## config.mk

```make
export PLATFORM = sky130hd
export DESIGN_NAME = multicycle_controller_flat
export DESIGN_NICKNAME = d
export VERILOG_FILES = /design/src/rtl/multicycle_controller_if.sv /design/src/rtl/multicycle_controller.sv /design/src/flat_wrapper.sv
export SDC_FILE = /design/constraint.sdc
export NUM_CORES = 1
export LEC_CHECK = 0
export ABC_AREA = 1
export BUFFER_PORTS_ARGS = -buffer_cell sky130_fd_sc_hd__clkbuf_2
export CAP_MARGIN = 10
export CORE_MARGIN = 1
export CORE_UTILIZATION = 40
export CTS_CLUSTER_SIZE = 20
export DETAILED_ROUTE_END_ITERATION = 10
export MAX_ROUTING_LAYER = met4
export PLACE_DENSITY_LB_ADDON = 0.1
export SYNTH_ARGS = -nofsm -noshare
export SYNTH_HDL_FRONTEND = slang
export SYNTH_SLANG_ARGS = --single-unit
```

## constraint.sdc

```tcl
create_clock -name clk -period 4.15 [get_ports clk]
set_input_delay 0.2075 -clock clk [delete_from_list [all_inputs] [get_ports clk]]
set_output_delay 0.2075 -clock clk [all_outputs]
set_load 0.02 [all_outputs]
```

## src/rtl/multicycle_controller_if.sv

```systemverilog
// rtl/multicycle_controller_if.sv - instruction-field inputs and datapath control outputs
// of the multicycle RV32I controller.
interface multicycle_controller_if #(
  parameter int STATE_W = 4
);
  logic [6:0]         op;
  logic [2:0]         funct3;
  logic               funct7b5;
  logic               Zero;
  logic               PCWrite;
  logic               AdrSrc;
  logic               MemWrite;
  logic               IRWrite;
  logic [1:0]         ResultSrc;
  logic [1:0]         ALUSrcA;
  logic [1:0]         ALUSrcB;
  logic [1:0]         ImmSrc;
  logic               RegWrite;
  logic [2:0]         ALUControl;
  logic               illegal_instr;
  logic [STATE_W-1:0] state_dbg;

  // master: the side that supplies instruction fields (datapath / bench)
  modport master (
    output op, funct3, funct7b5, Zero,
    input  PCWrite, AdrSrc, MemWrite, IRWrite, ResultSrc, ALUSrcA, ALUSrcB,
           ImmSrc, RegWrite, ALUControl, illegal_instr, state_dbg
  );

  modport slave (
    input  op, funct3, funct7b5, Zero,
    output PCWrite, AdrSrc, MemWrite, IRWrite, ResultSrc, ALUSrcA, ALUSrcB,
           ImmSrc, RegWrite, ALUControl, illegal_instr, state_dbg
  );
endinterface

```

## src/rtl/multicycle_controller.sv

```systemverilog
// rtl/multicycle_controller.sv - Moore main FSM, immediate decoder and ALU decoder
// for the multicycle RV32I core.
module multicycle_controller #(
  parameter int STATE_W = 4
) (
  input  logic                    clk,
  input  logic                    reset,
  multicycle_controller_if.slave  bus
);

  localparam logic [6:0] OP_LW   = 7'b0000011;
  localparam logic [6:0] OP_SW   = 7'b0100011;
  localparam logic [6:0] OP_RTYP = 7'b0110011;
  localparam logic [6:0] OP_ITYP = 7'b0010011;
  localparam logic [6:0] OP_JAL  = 7'b1101111;
  localparam logic [6:0] OP_BEQ  = 7'b1100011;

  typedef enum logic [3:0] {
    S_FETCH    = 4'd0,
    S_DECODE   = 4'd1,
    S_MEMADR   = 4'd2,
    S_MEMREAD  = 4'd3,
    S_MEMWB    = 4'd4,
    S_MEMWRITE = 4'd5,
    S_EXECR    = 4'd6,
    S_ALUWB    = 4'd7,
    S_EXECI    = 4'd8,
    S_JAL      = 4'd9,
    S_BEQ      = 4'd10,
    S_ILLEGAL  = 4'd11
  } state_t;

  state_t     state_q;
  state_t     nxt;
  state_t     tgt;
  logic [3:0] state_bits;

  logic       pc_write_q;
  logic       branch_q;
  logic       adr_src_q;
  logic       mem_write_q;
  logic       ir_write_q;
  logic       reg_write_q;
  logic       illegal_q;
  logic [1:0] result_src_q;
  logic [1:0] alu_src_a_q;
  logic [1:0] alu_src_b_q;
  logic [1:0] alu_op_q;
  logic [1:0] alu_op;

  always_comb begin
    nxt = state_q;
    case (state_q)
      S_FETCH:  nxt = S_DECODE;
      S_DECODE: begin
        case (bus.op)
          OP_LW, OP_SW: nxt = S_MEMADR;
          OP_RTYP:      nxt = S_EXECR;
          OP_ITYP:      nxt = S_EXECI;
          OP_JAL:       nxt = S_JAL;
          OP_BEQ:       nxt = S_BEQ;
          default:      nxt = S_ILLEGAL;
        endcase
      end
      S_MEMADR:                        nxt = (bus.op == OP_LW) ? S_MEMREAD : S_MEMWRITE;
      S_MEMREAD:                       nxt = S_MEMWB;
      S_EXECR, S_EXECI, S_JAL:         nxt = S_ALUWB;
      S_MEMWB, S_MEMWRITE, S_ALUWB,
      S_BEQ:                           nxt = S_FETCH;
      S_ILLEGAL:                       nxt = S_ILLEGAL;
      default:                         nxt = S_FETCH;
    endcase
    tgt = reset ? S_FETCH : nxt;
  end

  // Outputs are registered from the state being entered, so they line up with state_q.
  always_ff @(posedge clk) begin
    state_q      <= tgt;
    pc_write_q   <= 1'b0;
    branch_q     <= 1'b0;
    adr_src_q    <= 1'b0;
    mem_write_q  <= 1'b0;
    ir_write_q   <= 1'b0;
    reg_write_q  <= 1'b0;
    illegal_q    <= 1'b0;
    result_src_q <= 2'b00;
    alu_src_a_q  <= 2'b00;
    alu_src_b_q  <= 2'b00;
    alu_op_q     <= 2'b00;
    case (tgt)
      S_FETCH: begin
        ir_write_q   <= 1'b1;
        pc_write_q   <= 1'b1;
        alu_src_b_q  <= 2'b10;
        result_src_q <= 2'b10;
      end
      S_DECODE: begin
        alu_src_a_q <= 2'b01;
        alu_src_b_q <= 2'b01;
      end
      S_MEMADR: begin
        alu_src_a_q <= 2'b10;
        alu_src_b_q <= 2'b01;
      end
      S_MEMREAD: adr_src_q <= 1'b1;
      S_MEMWB: begin
        result_src_q <= 2'b01;
        reg_write_q  <= 1'b1;
      end
      S_MEMWRITE: begin
        adr_src_q   <= 1'b1;
        mem_write_q <= 1'b1;
      end
      S_EXECR: begin
        alu_src_a_q <= 2'b10;
        alu_op_q    <= 2'b10;
      end
      S_EXECI: begin
        alu_src_a_q <= 2'b10;
        alu_src_b_q <= 2'b01;
        alu_op_q    <= 2'b10;
      end
      S_ALUWB: reg_write_q <= 1'b1;
      S_JAL: begin
        alu_src_a_q <= 2'b01;
        alu_src_b_q <= 2'b10;
        pc_write_q  <= 1'b1;
      end
      S_BEQ: begin
        alu_src_a_q <= 2'b10;
        alu_op_q    <= 2'b01;
        branch_q    <= 1'b1;
      end
      S_ILLEGAL: illegal_q <= 1'b1;
      default: ;
    endcase
  end

  // Reset overrides the registered outputs in the same cycle it is seen.
  assign bus.PCWrite       = ~reset & (pc_write_q | (branch_q & bus.Zero));
  assign bus.IRWrite       = ~reset & ir_write_q;
  assign bus.RegWrite      = ~reset & reg_write_q;
  assign bus.MemWrite      = ~reset & mem_write_q;
  assign bus.AdrSrc        = ~reset & adr_src_q;
  assign bus.illegal_instr = ~reset & illegal_q;
  assign bus.ResultSrc     = reset ? 2'b10 : result_src_q;
  assign bus.ALUSrcA       = reset ? 2'b00 : alu_src_a_q;
  assign bus.ALUSrcB       = reset ? 2'b10 : alu_src_b_q;
  assign alu_op            = reset ? 2'b00 : alu_op_q;
  assign state_bits        = state_q;
  assign bus.state_dbg     = reset ? '0 : STATE_W'(state_bits);

  always_comb begin
    case (bus.op)
      OP_SW:   bus.ImmSrc = 2'b01;
      OP_BEQ:  bus.ImmSrc = 2'b10;
      OP_JAL:  bus.ImmSrc = 2'b11;
      default: bus.ImmSrc = 2'b00;
    endcase
  end

  always_comb begin
    bus.ALUControl = 3'b000;
    case (alu_op)
      2'b01: bus.ALUControl = 3'b001;
      2'b10: begin
        case (bus.funct3)
          3'b000:  bus.ALUControl = (bus.op[5] & bus.funct7b5) ? 3'b001 : 3'b000;
          3'b010:  bus.ALUControl = 3'b101;
          3'b110:  bus.ALUControl = 3'b011;
          3'b111:  bus.ALUControl = 3'b010;
          default: bus.ALUControl = 3'b000;
        endcase
      end
      default: bus.ALUControl = 3'b000;
    endcase
  end

endmodule

```

## src/flat_wrapper.sv

```systemverilog
// flat-port wrapper written by rule: the top's interface ports become plain ports
module multicycle_controller_flat 
#(
  parameter int STATE_W = 4
)
  (clk, reset, bus_op, bus_funct3, bus_funct7b5, bus_Zero, bus_PCWrite, bus_AdrSrc, bus_MemWrite, bus_IRWrite, bus_ResultSrc, bus_ALUSrcA, bus_ALUSrcB, bus_ImmSrc, bus_RegWrite, bus_ALUControl, bus_illegal_instr, bus_state_dbg);
  multicycle_controller_if #(.STATE_W(STATE_W)) bus_i ();
  input  logic clk;
  input  logic reset;
  input wire logic [$bits(bus_i.op)-1:0] bus_op;
  input wire logic [$bits(bus_i.funct3)-1:0] bus_funct3;
  input wire logic [$bits(bus_i.funct7b5)-1:0] bus_funct7b5;
  input wire logic [$bits(bus_i.Zero)-1:0] bus_Zero;
  output wire logic [$bits(bus_i.PCWrite)-1:0] bus_PCWrite;
  output wire logic [$bits(bus_i.AdrSrc)-1:0] bus_AdrSrc;
  output wire logic [$bits(bus_i.MemWrite)-1:0] bus_MemWrite;
  output wire logic [$bits(bus_i.IRWrite)-1:0] bus_IRWrite;
  output wire logic [$bits(bus_i.ResultSrc)-1:0] bus_ResultSrc;
  output wire logic [$bits(bus_i.ALUSrcA)-1:0] bus_ALUSrcA;
  output wire logic [$bits(bus_i.ALUSrcB)-1:0] bus_ALUSrcB;
  output wire logic [$bits(bus_i.ImmSrc)-1:0] bus_ImmSrc;
  output wire logic [$bits(bus_i.RegWrite)-1:0] bus_RegWrite;
  output wire logic [$bits(bus_i.ALUControl)-1:0] bus_ALUControl;
  output wire logic [$bits(bus_i.illegal_instr)-1:0] bus_illegal_instr;
  output wire logic [$bits(bus_i.state_dbg)-1:0] bus_state_dbg;
  assign bus_i.op = bus_op;
  assign bus_i.funct3 = bus_funct3;
  assign bus_i.funct7b5 = bus_funct7b5;
  assign bus_i.Zero = bus_Zero;
  assign bus_PCWrite = bus_i.PCWrite;
  assign bus_AdrSrc = bus_i.AdrSrc;
  assign bus_MemWrite = bus_i.MemWrite;
  assign bus_IRWrite = bus_i.IRWrite;
  assign bus_ResultSrc = bus_i.ResultSrc;
  assign bus_ALUSrcA = bus_i.ALUSrcA;
  assign bus_ALUSrcB = bus_i.ALUSrcB;
  assign bus_ImmSrc = bus_i.ImmSrc;
  assign bus_RegWrite = bus_i.RegWrite;
  assign bus_ALUControl = bus_i.ALUControl;
  assign bus_illegal_instr = bus_i.illegal_instr;
  assign bus_state_dbg = bus_i.state_dbg;
  multicycle_controller #(.STATE_W(STATE_W)) u_core (.clk(clk), .reset(reset), .bus(bus_i));
endmodule
```

* After elaboration in Yosys (flattened, before gate mapping)
Index checks and enable logic that the tools add are counted.
** Word-level totals
- Register bits after elaboration :: 19
- Input port bits :: 14
- Output and inout port bits :: 21
** Operators by class
- Equality and inequality tests :: 29
- Muxes and demuxes :: 24
- Bitwise gates (word level) :: 10
- Reduce and logical (&&, ||, !) cells :: 12
** Operators by type and width (count)
- 4-bit equality test, second input constant :: 7
- 4-bit one-hot mux with 6 select lines :: 1
- 4-bit by 3-bit equality test with 1-bit output, second input constant :: 5
- 4-bit one-hot mux with 5 select lines :: 1
- 4-bit by 2-bit equality test with 1-bit output, second input constant :: 4
- 2-bit one-hot mux with 2 select lines :: 4
- 7-bit by 6-bit equality test with 1-bit output, second input constant :: 2
- 7-bit equality test, second input constant :: 2
- 3-bit one-hot mux with 4 select lines :: 1
- 2-bit OR reduction :: 6
- 1-bit AND :: 8
- 4-bit by 1-bit equality test with 1-bit output, second input constant :: 2
- 4-bit logical NOT :: 2
- 1-bit 2-to-1 mux :: 8
- 2-bit 2-to-1 mux :: 4
- 4-bit 2-to-1 mux :: 2
- 7-bit by 2-bit equality test with 1-bit output, second input constant :: 1
- 7-bit by 5-bit equality test with 1-bit output, second input constant :: 1
- 3-bit equality test, second input constant :: 2
- 2-bit one-hot mux with 3 select lines :: 1
- 3-bit one-hot mux with 2 select lines :: 1
- 3-bit OR reduction :: 2
- 4-bit OR reduction :: 1
- 3-bit by 2-bit equality test with 1-bit output, second input constant :: 1
- other kinds (6) :: 6

* Longest topological paths before layout
Gate-level depths: netlist of run 1.
- Word-level depth :: 8
- Mapped depth :: 13
- Depth with buffers taken out :: 13

* Least setup slack after synthesis of run 1
OpenSTA, ideal clock, no wires.
- Path kind :: input to output
- Start :: input port reset
- End :: output port bus_ALUControl[0]
- Data arrival time :: 1.571 ns
- Path slack :: 2.372 ns
- Cell stages on the path :: 7
- Cell sequence :: buf_2 inv_1 nand2_1 ha_1 nor2_1 nand2_1 o21bai_1
** Between the ends
- Longest elaborated chain between the ends :: 3
- Elaborated cells between the ends (all ways) :: 4
- Those cells by class :: eq/ne (2); mux (2)
** RTL lines
- start: declaration :: RTL line flat_wrapper.sv:9 : input logic reset;
- 2-bit 2-to-1 mux * :: RTL line multicycle_controller.sv:149 : assign alu_op = reset ? 2'b00 : alu_op_q;
- 2-bit equality test / 2-bit by 1-bit equality test with 1-bit output (equally long branches) :: RTL line multicycle_controller.sv:164 : case (alu_op)
- 3-bit one-hot mux with 2 select lines * :: RTL line multicycle_controller.sv:164
- end: declaration :: RTL line flat_wrapper.sv:23 : output wire logic [$bits(bus_i.ALUControl)-1:0] bus_ALUControl;
Mark *: on every way between the ends. The rest lies on a longest branch, timed or not.

* Final worst setup path of run 1
Same ends and word-level chain as after synthesis.

==> run_results.csv, run 1 <==
group,metric,value,unit
worst_setup_path,endpoint_kind,"primary output",
routing,vias_per_cell,4.55,
floorplanning,coreArea,0.00250,sq mm
logic_synthesis,syn_area_per_cell,6.40,sq um
place,dpl-instance-area,0.00127,sq mm
logic_synthesis,syn_inst,167,
sta,fin_ws,1960,ps
sta,hold_violations,0,
worst_setup_path,path_cells,"clkbuf_2, inv_1, nand2_1, inv_1, ha_1, nor2_1, nand3_1, o22ai_1, o21bai_1, clkbuf_2",
power,p_leak,0.733,nW
routing,firstDrtPassIters,5,
clock_tree,htree_levels,1,
routing,wl,2260,microns
floorplanning,start_util,0.427,
worst_setup_path,ff2ff_setup_slack,2610,ps
place,port_buffers,34,
logic_synthesis,synth_async_sr_flop_share,0,
worst_setup_path,crit_buf_inv,4,
clock_tree,clock_tree.buffer_depth,2,
run,drv_cap,0,
floorplanning,die_w,53.7,microns
worst_setup_path,worstPathMaxFanout,18,
sta,fin_crit_sh,0.527,
floorplanning,die_y,53.7,microns
clock_tree,cts_root_buffer,"clkbuf_4",
logic_synthesis,ys_types,25,
sta,holdWs,393,ps
routing,drtIter0Drc,9,
logic_synthesis,synth_edf_count,0,
worst_setup_path,r2r-start,"u_core.state_bits[3]$_DFF_P_",
place,dp_slack,1940,ps
clock_tree,clock-sinks,17,
global_routing,grt_pass1_wl,3610,microns
global_routing,grt_max_degree,19,
logic_synthesis,synth.area.top_cells,"dfxtp_1, nor2_1, nand2_1",
hold_path,hp-class,"input port to flip-flop",
sta,worstMarginPinSlew,360,ps
hold_path,min_from,"reset",
logic_synthesis,synthTopCellsByCount,"nor2_1, nand2_1, inv_1, dfxtp_1, inv_2",
hold_path,hold_end,"u_core.state_bits[3]$_DFF_P_",
clock_tree,cts_resized,0,
logic_synthesis,synth_nets,183,
worst_setup_path,reg2reg_depth,10,
worst_setup_path,start_kind,"input port",
global_routing,grt_pass1_vias,907,
logic_synthesis,yosys_warnings,0,
routing,antenna_left,0,
logic_synthesis,yosysMostFrequentCell,"nor2_1",
clock_tree,path_clk_slew,100,ps
power,power,0.810,mW
power,p_per_area,626,mW/mm^2
global_routing,grt_overflow,0,
cells_and_area,drive_gt1_frac,0.369,
logic_synthesis,ys_seq_area_frac,0.319,
cells_and_area,num_antenna_cells,0,
worst_setup_path,critPathTopFamily,"buffers and inverters",
clock_tree,cts-hold-fix-buffers,0,
routing,drt-wirelength-per-cell,9.68,microns
logic_synthesis,ys.flop_type,"dfxtp_1",
clock_tree,cts-buffers-inserted,3,
logic_synthesis,yosysTopAreaCell,"dfxtp_1",
worst_setup_path,criticalPathCategory,"input port to primary output",
routing,drc,0,
sta,period_needed,2190,ps
floorplanning,rows,18,
logic_synthesis,yosysTopAreaCellShare,0.319,
clock_tree,insertion_delay,290,ps
sta,setup_viol,0,
sta,relSlewSlack,0.760,
cells_and_area,synthToLayoutAreaGrowth,21.2,%
hold_path,hold_depth,2,
place,hpwl,1890,microns
global_routing,grt_usage,0.180,
sta,skew,10.1,ps
routing,dr_total_vias,1059,
floorplanning,fp.dieArea,0.00288,sq mm
worst_setup_path,cpPeakStageDelay,310,ps
place,gp_congestion,0.866,
sta,fmax,0.457,GHz
worst_setup_path,cp.arrival,1980,ps
sta,finalMaxSlewViolations,0,
sta,rsz0062_at_grt,"no",
power,peakVddDrop,0.345,mV
floorplanning,num_io_pins,35,
sta,timing.setup.tns,0,ps
worst_setup_path,rr_endpoint,"u_core.adr_src_q$_DFF_P_",
worst_setup_path,worst_path_max_delay_cell,"clkbuf_2",
cells_and_area,nets,220,
clock_tree,cts_tree,"built",
clock_tree,post_cts_buffers,0,
status,outcome,"finished, final reports clean",
cells_and_area,finalInstanceArea,0.00129,sq mm
global_routing,antenna_found_initial,0,
logic_synthesis,synth-seq-cells,17,
logic_synthesis,netlist_area,0.00107,sq mm
worst_setup_path,cp.required,3940,ps
placed cells by master (no fill, tap or decap):
cell / netlist / layout
nand2_2: 4 / 4
a21oi_1: 5 / 5
nand2_4: 3 / 3
nor3_2: 1 / 1
dfxtp_1: 17 / 17
nand3_2: 5 / 5
o21ai_1: 4 / 4
o21bai_1: 1 / 1
clkbuf_2: 0 / 34
o21ai_0: 1 / 1
or2_2: 2 / 2
o22ai_1: 1 / 1
nor2_1: 32 / 32
ha_1: 2 / 2
nor2_4: 2 / 2
nand4_1: 2 / 2
nand3_1: 6 / 6
inv_2: 14 / 14
clkinv_2: 0 / 1
inv_1: 26 / 26
nor2_2: 4 / 4
nor3_1: 1 / 1
a21oi_2: 2 / 2
clkbuf_4: 0 / 3
nand2_1: 29 / 29
nand3b_1: 1 / 1
sequential cells by signal (all words and copies together), names as in the netlist:
register and cells:
u_core.adr_src_q 1, u_core.alu_op_q 2, u_core.alu_src_a_q 2, u_core.alu_src_b_q 2, u_core.illegal_q 1, u_core.ir_write_q 1
u_core.mem_write_q 1, u_core.pc_write_q 1, u_core.reg_write_q 1, u_core.result_src_q 1, u_core.state_bits 4
routing by layer:
| layer | vias up | wire [microns] | global-route usage |
|---|---|---|---|
| met5 | - | 0 | - |
| met4 | 0 | 21 | 0.0395 |
| met3 | 2 | 85 | 0.0508 |
| met2 | 22 | 1060 | 0.309 |
| met1 | 461 | 1090 | 0.206 |
| li1 | 574 | - | - |
worst reg2reg max path, delay by kind of cell, from the launching register on:
family / cells / cell delay (ps)
buffers and inverters: 2 / 210
AND/OR/NAND/NOR: 7 / 810
flip-flops: 1 / 340
AO/OA/AOI/OAI: 1 / 80
report_power, final:
group	leakage (nW)	internal, mW	switching [mW]
registers	0.140	0.225	0.0309
clock network	0.0177	0.0359	0.0505
logic	0.575	0.148	0.321
total	0.733	0.408	0.402
logic make-up after synthesis:
group	Yosys count	share of synthesized area
adders and majority gates	2	0.0234
AOI/OAI and AO/OA	14	0.0761
and+or+nand+nor	92	0.433
buffers and inverters	42	0.149
DFF	17	0.319
worst max path at each step:
stage               startpoint                 to  slack (ps)  cells past startpoint
global placement         reset  bus_ALUControl[0]        2110                     10
detailed placement       reset  bus_ALUControl[0]        1940                     10
CTS                      reset  bus_ALUControl[0]        1940                     10
floorplan                reset  bus_ALUControl[0]        2370                      7
finish                   reset  bus_ALUControl[0]        1960                     10
global route             reset  bus_ALUControl[0]        1770                     10
area by class of cell:
type                            count  area [sq um]
Fill cell                         271          1200
Multi-Input combinational cell    108           569
Sequential cell                    17           340
Timing Repair Buffer               34           170
Inverter                           40           150
Tap cell                           30          37.5
Clock buffer                        3          22.5
Clock inverter                      1          5.00
stage by stage:
| step | util | instances |
|---|---|---|
| global route | 0.518 | 233 |
| global placement | 0.507 | 229 |
| floorplan | - | 167 |
| CTS | 0.518 | 233 |
| finish | 0.518 | 233 |
| detailed placement | 0.507 | 229 |
Note: power is estimated with default switching activity, not from simulation.
==> inputs of run 2 (changes only) <==
Clock period 4.15 ns to 2.2 ns, I/O delays scaled along.
==> run 2 against run 1 <==
Net effect: sequential share of layout area shrank 0.13 points; first-iteration DRC count up 89%; sequential cell count is the same; wire length barely moved; critical path type is now flip-flop to primary output.
==> run_results.csv, run 2 (synthesis results as in run 1) <==
group,metric,value,unit
routing,drt-wirelength-per-cell,9.64,microns
floorplanning,start_util,0.427,
cells_and_area,drive_gt1_frac,0.368,
global_routing,grt_usage,0.180,
clock_tree,insertion_delay,280,ps
floorplanning,fp.dieArea,0.00288,sq mm
sta,relSlewSlack,0.773,
sta,skew,2.55,ps
sta,worstMarginPinSlew,341,ps
clock_tree,htree_levels,1,
cells_and_area,num_antenna_cells,0,
global_routing,grt_max_degree,18,
clock_tree,clock-sinks,17,
status,outcome,"finished, final reports clean",
power,pwr-share-comb,0.582,
hold_path,hp-class,"input port to flip-flop",
sta,fin_crit_sh,0.815,
global_routing,antenna_found_initial,0,
floorplanning,coreArea,0.00250,sq mm
cells_and_area,final_cell_mix,"clkbuf_2, nor2_1, nand2_1",
clock_tree,path_clk_slew,90,ps
place,hpwl,1880,microns
worst_setup_path,cp.required,2090,ps
sta,timing.setup.tns,0,ps
worst_setup_path,cp.arrival,1680,ps
sta,fmax,0.558,GHz
cells_and_area,largest_register_ffs,4,
clock_tree,cts_resized,0,
run,drv_cap,0,
sta,setup_viol,0,
worst_setup_path,cpPeakStageDelay,340,ps
sta,finalMaxSlewViolations,0,
routing,firstDrtPassIters,4,
power,p_int,0.775,mW
clock_tree,clock_tree.buffer_depth,2,
clock_tree,cts-hold-fix-buffers,0,
power,clockPowerShare,0.101,
worst_setup_path,critPathLaunch,"u_core.alu_op_q[0]$_DFF_P_",
place,dpl-instance-area,0.00127,sq mm
worst_setup_path,path_cells,"nand2_1, ha_1, nor2_1, nand3_1, o22ai_1, o21bai_1, clkbuf_2",
sta,hold_violations,0,
clock_tree,cts_root_buffer,"clkbuf_4",
power,p_per_area,1170,mW/mm^2
routing,dr_total_vias,1087,
place,gp_congestion,0.877,
floorplanning,die_y,53.7,microns
clock_tree,cts-buffers-inserted,3,
clock_tree,cts_tree,"built",
routing,vias_per_cell,4.65,
worst_setup_path,criticalPathCategory,"flip-flop to primary output",
global_routing,grt_overflow,0,
cells_and_area,synthToLayoutAreaGrowth,21.8,%
routing,drtIter0Drc,17,
power,switching_share,0.490,
floorplanning,num_io_pins,35,
worst_setup_path,r2r-start,"u_core.state_bits[2]$_DFF_P_",
clock_tree,post_cts_buffers,0,
cells_and_area,layout_commonest_cell,"clkbuf_2",
worst_setup_path,worst_path_max_delay_cell,"dfxtp_1",
routing,drc,0,
floorplanning,rows,18,
sta,rsz0062_at_grt,"no",
worst_setup_path,worstPathMaxFanout,2,
cells_and_area,nets,221,
global_routing,grt_pass1_wl,3690,microns
power,p_switching,0.745,mW
power,power_frac_seq,0.317,
place,port_buffers,34,
floorplanning,die_w,53.7,microns
cells_and_area,nFillCells,266,
hold_path,min_from,"reset",
global_routing,grt_pass1_vias,925,
power,p_leak,0.735,nW
power,peakVddDrop,0.725,mV
cells_and_area,finalInstanceArea,0.00130,sq mm
worst_setup_path,start_kind,"flip-flop",
worst_setup_path,endpoint_kind,"primary output",
routing,wl,2260,microns
routing,antenna_left,0,
sta,period_needed,1790,ps
[run 2: cell count changes in the layout (fill, tap and decap cells not counted)]
cell,delta
buf_4,+1
clkbuf_1,+1
clkinv_2,-1
[run 2: final cells by class]
cell class,count,area [sq um],share of cell area
sequential,17,340,0.262
inverter,40,150,0.115
multi-input combinational,108,569,0.437
tap,30,37.5,0.0288
timing repair buffer,35,178,0.137
clock buffer,4,26.3,0.0202
[run 2: per-layer routing]
metal | track usage | part of all wire
met1 | 0.202 | 0.47
met4 | 0.0132 | 0
met5 | - | 0
met2 | 0.317 | 0.49
met3 | 0.0621 | 0.042
[run 2: worst paths after layout]
check	end	slack, ps	cells past startpoint
setup reg to reg	u_core.adr_src_q$_DFF_P_	660	10
hold / removal	u_core.state_bits[3]$_DFF_P_	280	3
hold reg to reg	u_core.ir_write_q$_DFF_P_	690	4
setup / recovery	bus_ALUControl[0]	410	7
[run 2: worst max-delay path, delay by kind of cell, from the launching register on]
kind            cells  cell delay (ps)
flops               1              340
fa+ha+maj           1              330
simple gates        3              320
compound gates      2              230
buf+inv             1              190
[run 2: metrics by stage]
step,utilization,std cells,power (mW),setup slack (ps),hold slack (ps)
after floorplan,-,167,1.17,617,339
after global placement,0.510,230,1.36,596,512
after detailed placement,0.510,230,1.37,507,524
after CTS,0.521,234,1.53,393,273
after global routing,0.521,234,1.67,249,285
final,0.521,234,1.52,408,283
[run 2: power by group through the flow]
stage / Clock (mW) / Combinational, mW / Sequential (mW)
6_report: 0.154 / 0.884 / 0.482
5_1_grt: 0.178 / 0.993 / 0.496
4_1_cts: 0.161 / 0.887 / 0.482
3_5_place_dp: 0 / 0.883 / 0.491
3_3_place_gp: 0 / 0.875 / 0.488
2_1_floorplan: 0 / 0.699 / 0.475
